$ cat src/rtl/imem_loader.sv
// Streams bytes into 32-bit little-endian words and writes them into instruction
// memory, holding the core in reset while a load session is in progress.
module imem_loader #(
    parameter int unsigned ADDR_WIDTH = 10,
    parameter int unsigned START_ADDR = 0
) (
    input  logic                  clock,
    input  logic                  reset,
    input  logic                  start,
    input  logic                  in_valid,
    input  logic [7:0]            in_data,
    input  logic                  in_last,
    output logic                  in_ready,
    output logic [ADDR_WIDTH-1:0] PC_write,
    output logic [31:0]           instruction_in,
    output logic                  imem_we,
    output logic                  core_reset,
    output logic                  busy,
    output logic                  done,
    output logic                  err,
    output logic [ADDR_WIDTH:0]   words_written
);

    localparam int unsigned CNT_WIDTH = ADDR_WIDTH + 1;
    localparam logic [ADDR_WIDTH-1:0] ADDR_FIRST = ADDR_WIDTH'(START_ADDR);
    localparam logic [ADDR_WIDTH-1:0] ADDR_MAX   = '1;

    typedef enum logic [1:0] {IDLE, COLLECT, WRITE, DONE} state_t;

    state_t                state;
    logic [ADDR_WIDTH-1:0] addr;
    logic [1:0]            byte_cnt;
    logic [31:0]           word;
    logic                  last_q;
    logic [31:0]           assembled_c;

    // Current word with the incoming byte merged into its little-endian lane.
    always_comb begin
        assembled_c = word;
        case (byte_cnt)
            2'd0:    assembled_c[7:0]   = in_data;
            2'd1:    assembled_c[15:8]  = in_data;
            2'd2:    assembled_c[23:16] = in_data;
            default: assembled_c[31:24] = in_data;
        endcase
    end

    always_ff @(posedge clock) begin
        if (reset) begin
            state          <= IDLE;
            addr           <= '0;
            byte_cnt       <= 2'd0;
            word           <= 32'd0;
            last_q         <= 1'b0;
            in_ready       <= 1'b0;
            PC_write       <= '0;
            instruction_in <= 32'd0;
            imem_we        <= 1'b0;
            core_reset     <= 1'b0;
            busy           <= 1'b0;
            done           <= 1'b0;
            err            <= 1'b0;
            words_written  <= '0;
        end else begin
            imem_we <= 1'b0;
            done    <= 1'b0;
            case (state)
                IDLE: begin
                    if (start) begin
                        state         <= COLLECT;
                        addr          <= ADDR_FIRST;
                        byte_cnt      <= 2'd0;
                        word          <= 32'd0;
                        last_q        <= 1'b0;
                        words_written <= '0;
                        err           <= 1'b0;
                        in_ready      <= 1'b1;
                        core_reset    <= 1'b1;
                        busy          <= 1'b1;
                    end
                end
                COLLECT: begin
                    if (in_valid && in_ready) begin
                        word     <= assembled_c;
                        byte_cnt <= byte_cnt + 2'd1;
                        if (byte_cnt == 2'd3 || in_last) begin
                            state          <= WRITE;
                            last_q         <= in_last;
                            in_ready       <= 1'b0;
                            imem_we        <= 1'b1;
                            PC_write       <= addr;
                            instruction_in <= assembled_c;
                            // A short final word is still written, but flagged.
                            if (byte_cnt != 2'd3) begin
                                err <= 1'b1;
                            end
                        end
                    end
                end
                WRITE: begin
                    byte_cnt      <= 2'd0;
                    word          <= 32'd0;
                    words_written <= words_written + CNT_WIDTH'(1);
                    if (addr != ADDR_MAX) begin
                        addr <= addr + ADDR_WIDTH'(1);
                    end
                    if (last_q || addr == ADDR_MAX) begin
                        // Running off the top of memory ends the session rather than wrapping.
                        if (!last_q) begin
                            err <= 1'b1;
                        end
                        state      <= DONE;
                        done       <= 1'b1;
                        core_reset <= 1'b0;
                    end else begin
                        state    <= COLLECT;
                        in_ready <= 1'b1;
                    end
                end
                default: begin
                    state <= IDLE;
                    busy  <= 1'b0;
                end
            endcase
        end
    end

endmodule

$ cat config.mk
export PLATFORM = sky130hd
export DESIGN_NAME = imem_loader
export DESIGN_NICKNAME = d
export VERILOG_FILES = /design/src/rtl/imem_loader.sv
export SDC_FILE = /design/constraint.sdc
export NUM_CORES = 1
export LEC_CHECK = 0
export ABC_CLOCK_PERIOD_IN_PS = 4900
export CAP_MARGIN = 20
export CORE_UTILIZATION = 50
export CTS_BUF_LIST = sky130_fd_sc_hd__clkbuf_8 sky130_fd_sc_hd__clkbuf_16
export DETAILED_ROUTE_END_ITERATION = 7
export PLACE_DENSITY_LB_ADDON = 0.05
export SYNTH_ARGS = -nofsm -noshare
export SYNTH_HDL_FRONTEND = slang
export SYNTH_SLANG_ARGS = --single-unit
$ cat constraint.sdc
create_clock -name clock -period 4.9 [get_ports clock]
set_input_delay 0.49 -clock clock [delete_from_list [all_inputs] [get_ports clock]]
set_output_delay 0.49 -clock clock [all_outputs]
set_load 0.01 [all_outputs]
==> metrics <==
Max-Cap Viols 0; clock slew at reported path FFs approximately 0.11 ns; hold path cells 2; Ports 72; CP Max Fanout 39; CTS tree yes; GRT Util Overall 23.3%; Root Driver clkbuf_8; DRT Pass-1 Iters 4; # setup viols final 0; hold_buf cts 0; # DRC 0; largest net degree at the start of global routing slightly above 90; dpl hpwl approximately 7600 µm; CP Cell Sequence inv_1, ha_1, nand3_1, nor2_4, buf_4, nor2_1, a211oi_1; Worst Max-Slew Pin Slew ~0.96 ns; CTS H-tree depth 3; vias in the first global route 3577; r2r endpoint instruction_in[22]; leading area contributor after synthesis dfxtp_1; Slew HR 36.2%; Core Footprint roughly 9300 µm²; register area share after synthesis around 44%; worst setup path class register to register; status finished, final reports clean; post-synthesis register bit count about 110; layout cell share with drive strength beyond 1 6.45%; initial antenna violation count 0; Final Net Count a little under 600; global-route wire length before repair between 15000 and 20000 µm; Synth Warn # 0; Hold Path End PC_write[8]; Setup Skew roughly 0.024 ns; Hold Crit Start PC_write[8]; r2r setup slk about 1.8 ns; worst skew pair latency around 0.38 ns; Crit path arrival time ~3.3 ns; Layout fillers 835; top post-synthesis cells by area dfxtp_1 44%, mux2i_1 7.9%, o32ai_1 5.3%, a211oi_1 5.2%, nor2_1 4.4%; P_leak ~1.8 nW; grt ovf 0; Slew Limit Fails 0; Largest stage delay, worst path approximately 0.78 ns; CTS resizes 0; design area roughly 5700 µm²; drt wl/cell 15.8 µm; crit start category register; crit path time final about 3.1 ns; starting density of the core 51.8%; top-area cell type share of the netlist area 44.1%; Routed WL ~11000 µm; synthesized netlist cell count slightly above 500; routed vias between 3000 and 4000; final hold slack roughly 0.46 ns; Post-DRT Antenna Nets 0; Tcrit/Tclk final 62.4%; post-layout utilization of the core 61.9%; Syn-to-layout area delta 19.5%; FF-to-FF Start state[1]; Placed Area ~5500 µm²; Power Dens Cells 387 nW/µm²; Max Clk Rate ~330 MHz; Synth Flop Type dfxtp_1; Die ar. roughly 10000 µm²; # diodes 0; Worst setup EP type register; Hold Fails Final Rpt 0; Chip Height ~100 µm; clk sink count around 110; Post-Syn Area per Cell between 9 and 10 µm²; syn nets between 500 and 600; ys async rst share 0%; Post-synth EDFFs 0; Routability Congestion 0.775; Tightest Hold Check Type register to register; setup bufs post-CTS 0; CTS Buffer Depth 2; Slowest cell on crit path ha_1; Worst Reg-to-Reg Cells 7; num rows 35; Max IR drop VDD 437 µV; RSZ-0062 raised after global routing no; Post-Syn Area 4810 µm²; Yosys cell types between 50 and 60; Num CTS Buffers 9; PortBufs 71; detailed router's first-iteration violation count about 260; setup_tns 0 ns; fin cells 703; Placed Cells around 690; endpoint required time on the critical path approximately 5.2 ns; routed vias/inst around 5.5; Die W 100 µm
[cells in the final DEF (no fill, tap or decap), types with 3 or more instances in the layout]
master,n
nor3_1,5
clkbuf_8,9
a211oi_1,33
mux2i_1,38
o31ai_1,5
xnor2_1,6
ha_1,12
nand3_1,10
nor2_1,55
or3_1,5
o21ai_0,5
xor2_1,3
a2111oi_4,3
dfxtp_1,106
inv_1,44
clkdlybuf4s50_1,70
or4_1,3
nand4_1,9
nand2b_1,4
a21oi_1,31
o32ai_1,29
nand2_1,41
[area by class of cell]
type	count	area (µm²)	area share, %
Timing Repair Buffer	73	721	12.5
Inverter	44	165	2.87
Tap cell	129	161	2.81
Multi-Input combinational cell	335	2360	41.1
Clock inverter	7	93.8	1.63
Sequential cell	106	2120	36.9
Clock buffer	9	124	2.16
[stage by stage]
stage,setup slack [ns],power (mW)
after detailed placement,1.86,1.66
after global placement,2.00,1.64
final,1.84,2.22
after global routing,1.55,2.34
after floorplan,2.98,1.48
after CTS,1.85,2.23
[critical path: cells and delay by family, from the launching register on]
kind | cells | cell delay, ns
AOI/OAI and AO/OA | 1 | 0.20
adders and majority gates | 1 | 0.78
buffers and inverters | 2 | 0.55
DFF | 1 | 0.38
and+or+nand+nor | 3 | 1.05
[sequential cells by signal, summed over array words and instances, names as in the netlist]
signal,cells
instruction_in,32
last_q,1
in_ready,1
word,32
core_reset,1
err,1
done,1
addr,10
busy,1
PC_write,10
words_written,11
byte_cnt,2
imem_we,1
state,2
[synth_stat cells (all sizes together) (2+ instances only)]
cell	number
dfxtp	106
nor2	56
inv	44
nand2	41
mux2i	38
a211oi	34
a21oi	31
o32ai	29
buf	17
clkbuf	16
nand3	13
ha	12
nand4	9
a2111oi	6
nor3	6
o21ai	6
xnor2	6
o31ai	5
or3	5
nand2b	4
or4	3
xor2	3
a22oi	2
and3	2
and4	2
nand3b	2
nor4	2
nor4b	2
or2	2
[how the worst max path moves through the flow]
stage / slack, ns / end / from
after floorplan: 2.98 / word[7] / state[0]
after global placement: 2.00 / instruction_in[31] / state[1]
after detailed placement: 1.86 / instruction_in[26] / state[1]
after CTS: 1.85 / instruction_in[22] / state[1]
after global routing: 1.55 / instruction_in[23] / state[1]
final: 1.84 / instruction_in[22] / state[1]
[per-layer routing]
layer  GRT usage [%]  up-vias  share of wire, %  wire length, µm
met5               0        -                 0                0
met2            32.5       91                41             4600
li1                -     1965                 -                -
met4            4.24        0              0.63               70
met1            37.3     1835                54             5940
met3            3.83        7               4.3              479
[cell families (layout without fill, tap and decap cells)]
kind of cell / after synthesis / after routing / synth area share (%)
and+or+nand+nor: 153 / 153 / 15.9
AOI/OAI and AO/OA: 122 / 122 / 20.0
DFF: 106 / 106 / 44.1
buffers and inverters: 77 / 133 / 6.92
muxes: 39 / 39 / 8.22
adders and majority gates: 12 / 12 / 3.12
xor gates and xnor gates: 9 / 9 / 1.64
[power by group]
group	switching [mW]	internal, mW
clock	0.333	0.251
combinational	0.419	0.259
sequential	0.0465	0.916
total	0.799	1.43
No activity file was read; power rests on OpenSTA's default activity.
